**src/rtl/axis_frame_demux.sv**
```systemverilog
// axis_frame_demux: frame-aware 1-to-M AXI-Stream demultiplexer.
// The destination is taken from tdest on the first beat of each frame and held
// until tlast. Frames whose destination is out of range are consumed and
// discarded. One registered output stage feeds all M_COUNT master ports.
// Optional build macro AXIS_FRAME_DEMUX_DROP_COUNT_EN adds a saturating 16-bit
// drop_count output that counts discarded frames.
module axis_frame_demux #(
  parameter int M_COUNT     = 4,
  parameter int DATA_WIDTH  = 8,
  parameter int KEEP_ENABLE = (DATA_WIDTH > 8),
  parameter int KEEP_WIDTH  = (DATA_WIDTH / 8),
  parameter int ID_ENABLE   = 1,
  parameter int ID_WIDTH    = 8,
  parameter int DEST_WIDTH  = 3,
  parameter int USER_WIDTH  = 1
) (
  input  logic                             clk,
  input  logic                             rst,
  input  logic                             enable,
  input  logic [DATA_WIDTH-1:0]            s_axis_tdata,
  input  logic [KEEP_WIDTH-1:0]            s_axis_tkeep,
  input  logic                             s_axis_tvalid,
  output logic                             s_axis_tready,
  input  logic                             s_axis_tlast,
  input  logic [ID_WIDTH-1:0]              s_axis_tid,
  input  logic [DEST_WIDTH-1:0]            s_axis_tdest,
  input  logic [USER_WIDTH-1:0]            s_axis_tuser,
  output logic [M_COUNT*DATA_WIDTH-1:0]    m_axis_tdata,
  output logic [M_COUNT*KEEP_WIDTH-1:0]    m_axis_tkeep,
  output logic [M_COUNT-1:0]               m_axis_tvalid,
  input  logic [M_COUNT-1:0]               m_axis_tready,
  output logic [M_COUNT-1:0]               m_axis_tlast,
  output logic [M_COUNT*ID_WIDTH-1:0]      m_axis_tid,
  output logic [M_COUNT*DEST_WIDTH-1:0]    m_axis_tdest,
  output logic [M_COUNT*USER_WIDTH-1:0]    m_axis_tuser
`ifdef AXIS_FRAME_DEMUX_DROP_COUNT_EN
  ,
  output logic [15:0]                      drop_count
`endif
);

  localparam int SEL_W = (M_COUNT > 1) ? $clog2(M_COUNT) : 1;
  localparam logic [DEST_WIDTH:0] M_COUNT_EXT = (DEST_WIDTH + 1)'(M_COUNT);

  typedef enum logic [1:0] {
    ST_IDLE = 2'd0,
    ST_FWD  = 2'd1,
    ST_DROP = 2'd2
  } state_t;

  state_t                  state_q, state_d;
  logic [SEL_W-1:0]        sel_q, sel_d;
  logic [M_COUNT-1:0]      valid_q, valid_d;
  logic [DATA_WIDTH-1:0]   data_q, data_d;
  logic [KEEP_WIDTH-1:0]   keep_q, keep_d;
  logic                    last_q, last_d;
  logic [ID_WIDTH-1:0]     id_q, id_d;
  logic [DEST_WIDTH-1:0]   dest_q, dest_d;
  logic [USER_WIDTH-1:0]   user_q, user_d;

  logic                    out_ready_s;
  logic                    dest_ok_s;
  logic                    s_ready_s;
  logic                    accept_s;
  logic                    first_s;

  // The output register can take a beat when the selected port is empty or draining.
  assign out_ready_s = !valid_q[sel_q] || m_axis_tready[sel_q];
  assign dest_ok_s   = ({1'b0, s_axis_tdest} < M_COUNT_EXT);

  // Ready is forced low while reset is held so nothing is handshaken in reset.
  assign s_axis_tready = s_ready_s & ~rst;

  // Next-state, slave ready and output register update.
  always_comb begin
    state_d   = state_q;
    sel_d     = sel_q;
    valid_d   = valid_q;
    data_d    = data_q;
    keep_d    = keep_q;
    last_d    = last_q;
    id_d      = id_q;
    dest_d    = dest_q;
    user_d    = user_q;
    s_ready_s = 1'b0;
    accept_s  = 1'b0;
    first_s   = 1'b0;

    case (state_q)
      ST_IDLE: begin
        if (enable && s_axis_tvalid) begin
          if (dest_ok_s) begin
            // A new frame waits until the previous port's beat can leave.
            s_ready_s = out_ready_s;
            if (out_ready_s) begin
              accept_s = 1'b1;
              first_s  = 1'b1;
              sel_d    = s_axis_tdest[SEL_W-1:0];
              state_d  = s_axis_tlast ? ST_IDLE : ST_FWD;
            end else begin
              state_d = ST_IDLE;
            end
          end else begin
            s_ready_s = 1'b1;
            state_d   = s_axis_tlast ? ST_IDLE : ST_DROP;
          end
        end else begin
          state_d = ST_IDLE;
        end
      end
      ST_FWD: begin
        s_ready_s = out_ready_s;
        if (s_axis_tvalid && out_ready_s) begin
          accept_s = 1'b1;
          state_d  = s_axis_tlast ? ST_IDLE : ST_FWD;
        end else begin
          state_d = ST_FWD;
        end
      end
      ST_DROP: begin
        s_ready_s = 1'b1;
        if (s_axis_tvalid && s_axis_tlast) begin
          state_d = ST_IDLE;
        end else begin
          state_d = ST_DROP;
        end
      end
      default: begin
        state_d = ST_IDLE;
      end
    endcase

    if (accept_s) begin
      // Old beat is empty or leaving this cycle, so only the new port is valid.
      valid_d        = '0;
      valid_d[sel_d] = 1'b1;
      data_d         = s_axis_tdata;
      keep_d         = s_axis_tkeep;
      last_d         = s_axis_tlast;
      id_d           = s_axis_tid;
      user_d         = s_axis_tuser;
      if (first_s) begin
        dest_d = s_axis_tdest;
      end else begin
        dest_d = dest_q;
      end
    end else if (valid_q[sel_q] && m_axis_tready[sel_q]) begin
      valid_d[sel_q] = 1'b0;
    end else begin
      valid_d = valid_q;
    end
  end

  // State and output register.
  always_ff @(posedge clk or posedge rst) begin
    if (rst) begin
      state_q <= ST_IDLE;
      sel_q   <= '0;
      valid_q <= '0;
      data_q  <= '0;
      keep_q  <= '0;
      last_q  <= 1'b0;
      id_q    <= '0;
      dest_q  <= '0;
      user_q  <= '0;
    end else begin
      state_q <= state_d;
      sel_q   <= sel_d;
      valid_q <= valid_d;
      data_q  <= data_d;
      keep_q  <= keep_d;
      last_q  <= last_d;
      id_q    <= id_d;
      dest_q  <= dest_d;
      user_q  <= user_d;
    end
  end

  // Payload is broadcast; only the valid bit distinguishes the target port.
  assign m_axis_tvalid = valid_q;
  assign m_axis_tdata  = {M_COUNT{data_q}};
  assign m_axis_tkeep  = (KEEP_ENABLE != 0) ? {M_COUNT{keep_q}} : '1;
  assign m_axis_tlast  = {M_COUNT{last_q}};
  assign m_axis_tid    = (ID_ENABLE != 0) ? {M_COUNT{id_q}} : '0;
  assign m_axis_tdest  = {M_COUNT{dest_q}};
  assign m_axis_tuser  = {M_COUNT{user_q}};

`ifdef AXIS_FRAME_DEMUX_DROP_COUNT_EN
  logic        drop_start_s;
  logic [15:0] drop_count_q, drop_count_d;

  // A drop is counted when the first beat of an out-of-range frame is consumed.
  assign drop_start_s = (state_q == ST_IDLE) && enable && s_axis_tvalid && !dest_ok_s;

  // Saturating dropped-frame counter.
  always_comb begin
    if (drop_start_s && (drop_count_q != 16'hFFFF)) begin
      drop_count_d = drop_count_q + 16'd1;
    end else begin
      drop_count_d = drop_count_q;
    end
  end

  // Dropped-frame counter register.
  always_ff @(posedge clk or posedge rst) begin
    if (rst) begin
      drop_count_q <= 16'd0;
    end else begin
      drop_count_q <= drop_count_d;
    end
  end

  assign drop_count = drop_count_q;
`endif

endmodule

```
**config.mk**
```make
export PLATFORM = sky130hd
export DESIGN_NAME = axis_frame_demux
export DESIGN_NICKNAME = d
export VERILOG_FILES = /design/src/rtl/axis_frame_demux.sv
export SDC_FILE = /design/constraint.sdc
export NUM_CORES = 1
export LEC_CHECK = 0
export CAP_MARGIN = 20
export CORE_ASPECT_RATIO = 1.5
export CORE_MARGIN = 2
export CORE_UTILIZATION = 37
export CTS_CLUSTER_DIAMETER = 100
export DETAILED_ROUTE_END_ITERATION = 6
export GPL_ROUTABILITY_DRIVEN = 0
export GPL_TIMING_DRIVEN = 0
export PLACE_DENSITY = 0.81
export SYNTH_ARGS = -nofsm -noshare
export SYNTH_HDL_FRONTEND = slang
export SYNTH_SLANG_ARGS = --single-unit
```
**constraint.sdc**
```tcl
create_clock -name clk -period 2.15 [get_ports clk]
set_input_delay 0.3225 -clock clk [delete_from_list [all_inputs] [get_ports clk]]
set_output_delay 0.3225 -clock clk [all_outputs]
set_load 0.01 [all_outputs]
```
==> impl_results.rst <==
.. list-table::
   :header-rows: 1

   * - Metric
     - Value
   * - Largest stage delay, worst path
     - 0.40 ns
   * - Total CTS buffers
     - 5
   * - Number of enable flip-flop cells after synthesis
     - 0
   * - Adder-cell share of the synthesized area
     - 0%
   * - Post-Synthesis Cells
     - 175
   * - Synth-to-Final Area Change
     - 75.5%
   * - Worst EP required
     - 2.31 ns
   * - First-pass iteration count of the detailed router
     - 4
   * - Diodes inserted
     - 0
   * - Fraction of final layout cells with drive strength greater than 1
     - 37.1%
   * - Slew of the pin with the lowest slew margin
     - 0.638 ns
   * - Source-to-sink clock delay at the later pin of the worst-skew pair
     - 0.27 ns
   * - Max-cap check violation count
     - 0
   * - Worst reg2reg endpoint
     - data_q[3]
   * - Worst vdd rail ir drop
     - 0.553 mV
   * - Fill cell instance count of the final layout
     - 431
   * - Number of hold-slack violations in the final timing report
     - 0
   * - Crit path DAT
     - 2.27 ns
   * - Multiplexer area fraction after synthesis
     - 18.0%
   * - Setup skew after layout
     - 0.00459 ns
   * - Met1 usage
     - 17.0%
   * - Wire length per cell
     - 12.8 um
   * - Residual antenna-violating net count after detailed routing
     - 0
   * - Clock-pin slew on the worst setup and hold paths
     - 0.06 ns
   * - Site row count
     - 32
   * - Hold bufs inserted after CTS
     - 0
   * - Crit path capture type
     - register
   * - Type of the tightest min-delay check
     - reg2reg
   * - Combined flip-flop and latch cell area
     - 726 um^2
   * - Kind of launch point of the worst setup path
     - register
   * - Warnings, synthesis
     - 0
   * - Synthesized area per cell
     - 11.1 um^2
   * - Dominant combinational cell family by area after synthesis
     - buffers and inverters
   * - Cell chain of the critical path
     - and4b_2 > nor4_4 > buf_4 > and4_1 > buf_6 > clkbuf_16 > mux2_4
   * - Global-route track usage on met3
     - 2.43%
   * - Headroom to the max-slew limit
     - 57.4%
   * - Outcome
     - finished clean
   * - Leakage power
     - 1.54 nW
   * - Crit Path Category
     - reg2reg
   * - Worst reg-to-reg path cell count
     - 7
   * - Worst-case clock buffer depth
     - 2
   * - Largest net degree at the start of global routing
     - 17
   * - Number of ports placed on the die boundary
     - 123
   * - Via count of the first global-routing pass
     - 1589
   * - Die Footprint
     - 5830 um^2
   * - Deepest level of the CTS H-tree
     - 2
   * - Top library cells by usage in the layout, fill and taps aside
     - sky130_fd_sc_hd__clkdlybuf4s50_1 (114), sky130_fd_sc_hd__buf_4 (74), sky130_fd_sc_hd__dfrtp_1 (29)
   * - Clock tree from TritonCTS
     - yes
   * - Clock period minus final worst setup slack
     - 2.11 ns
   * - Detail-routed via count per cell
     - 4.27
   * - Cell area after synthesis
     - 1930 um^2
   * - Core Area
     - 5080 um^2
   * - Area fraction in and, or, nand and nor cells after synthesis
     - 10.3%
   * - Footprint of the multi-input gates
     - 646 um^2
   * - Post-synthesis sequential area ratio
     - 37.5%
   * - Highest-utilization routing layer at the global route stage
     - met2
   * - Global-route usage over all layers
     - 16.4%
   * - Net total in the final layout
     - 339
   * - # port buffers
     - 117
   * - Total setup violations reported at the end of the flow
     - 0
   * - Number of sinks driven by the clock tree
     - 29
   * - Starting density of the core
     - 38.0%
   * - Wire length after detailed routing
     - 4820 um
   * - Total power per unit cell area
     - 1220 nW/um^2
   * - Ys flop type
     - sky130_fd_sc_hd__dfrtp_1
   * - Final period util
     - 98.2%
   * - Met2 GRT Util
     - 31.2%
   * - Detailed router's first-iteration violation count
     - 38
   * - Most frequent standard cell in the layout excluding fill and tap cells
     - sky130_fd_sc_hd__clkdlybuf4s50_1
   * - Complex-gate fraction of the synthesized area
     - 3.62%
   * - Distinct cells, synth
     - 30
   * - Total grt overflow
     - 0
   * - Antenna violations before repair
     - 0
   * - Chip Width
     - 63.0 um
   * - Crit path capture
     - data_q[3]
   * - CP Max Fanout
     - 5
   * - Setup crit start
     - sel_q[1]
   * - Post-synthesis register bit count
     - 29
   * - Post-synthesis async set-or-reset flop share
     - 100%
   * - DP Wirelength
     - 3830 um
   * - Slack of the worst reg-to-reg path
     - 0.04 ns
   * - Total via count after detailed routing
     - 1613
   * - Remaining DRCs
     - 0
   * - CTS root buffer
     - sky130_fd_sc_hd__clkbuf_8
   * - Critical-path top delay cell
     - sky130_fd_sc_hd__dfrtp_1
   * - Total power
     - 4.16 mW
   * - Beginning of the worst register-to-register path
     - sel_q[1]
   * - Unrepaired setup endpoints after global routing
     - true
   * - Highest clock rate
     - 474 MHz
   * - Global-route wire length before repair
     - 7490 um
   * - Xor-xnor portion of the synthesized cell area
     - 0%
   * - Post-placement cell area
     - 3230 um^2
   * - Cell area after layout
     - 3400 um^2
   * - Final slew viol count
     - 0
   * - Die Y-Extent
     - 92.6 um
## cells by family after synthesis
family / Yosys count
buffers and inverters: 81
DFF: 29
and+or+nand+nor: 27
muxes: 26
AOI/OAI and AO/OA: 11
other: 1
## metrics by stage
step / worst slack (ns) / util, % / hold WS (ns) / setup TNS (ns) / std cells
after global routing: -0.0286 / 66.8 / 0.445 / -0.283 / 378
after detailed placement: -0.562 / 63.5 / 0.429 / -5.80 / 364
after global placement: -0.602 / 63.0 / 0.419 / -6.33 / 363
final: 0.0386 / 66.8 / 0.454 / 0 / 378
after floorplan: 0.254 / - / 0.401 / 0 / 178
after CTS: 0.0108 / 65.1 / 0.438 / 0 / 373
## sequential cells by signal, indices dropped and copies added, names as in the netlist
name           cells
m_axis_tvalid      4
sel_q              2
dest_q             3
state_q            2
user_q             1
last_q             1
id_q               8
data_q             8
## routing by layer
layer	up-vias	wire length [um]
met5	-	0
met4	0	82
li1	784	-
met2	65	2740
met3	6	260
met1	758	1750
## synth_stat cells (all sizes together) (2+ instances only)
library cell  instances  share of area [%]
a21oi                 2               0.52
a31oi                 4                1.3
and4bb                2                1.3
buf                  74                 29
dfrtp                29                 38
inv                   6                1.2
mux2                 22                 16
mux2i                 4                2.1
nand2                 8                1.6
nand3                 3               0.78
nand3b                2               0.78
nor2                  2               0.39
nor3b                 2               0.78
o21ai                 2               0.52
## worst max-delay path: cells and delay by family (launching register included)
kind,cells,cell delay (ns)
buf+inv,3,0.46
flops,1,0.40
mux,1,0.29
simple gates,3,0.83
## worst min path at each step
| stage | startpoint | endpoint | cells after the start |
|---|---|---|---|
| after floorplan | rst | data_q[0] | 1 |
| after global placement | state_q[1] | state_q[0] | 1 |
| after detailed placement | state_q[1] | state_q[0] | 1 |
| after CTS | state_q[1] | state_q[0] | 1 |
| after global routing | state_q[1] | state_q[0] | 1 |
| final | state_q[1] | state_q[0] | 1 |
## what timing repair did
item,CTS,global route
pin swaps,5,3
gates cloned,0,1
endpoints found under the setup margin,1,17
buffers inserted,1,4
gates resized for setup,7,8
## power breakdown
group | internal [mW] | leakage, nW | switching (mW)
logic | 1.91 | 1.15 | 0.869
registers | 0.738 | 0.355 | 0.228
clock network | 0.229 | 0.0395 | 0.188
## layout make-up
cell class	instances	share of cell area, %
clock buffer	8	2.36
inverter	6	0.663
tap	68	2.51
multi-input combinational	68	19.0
sequential	29	21.4
buffer	75	17.2
timing repair buffer	124	36.9
(Power assumes the default switching activity.)
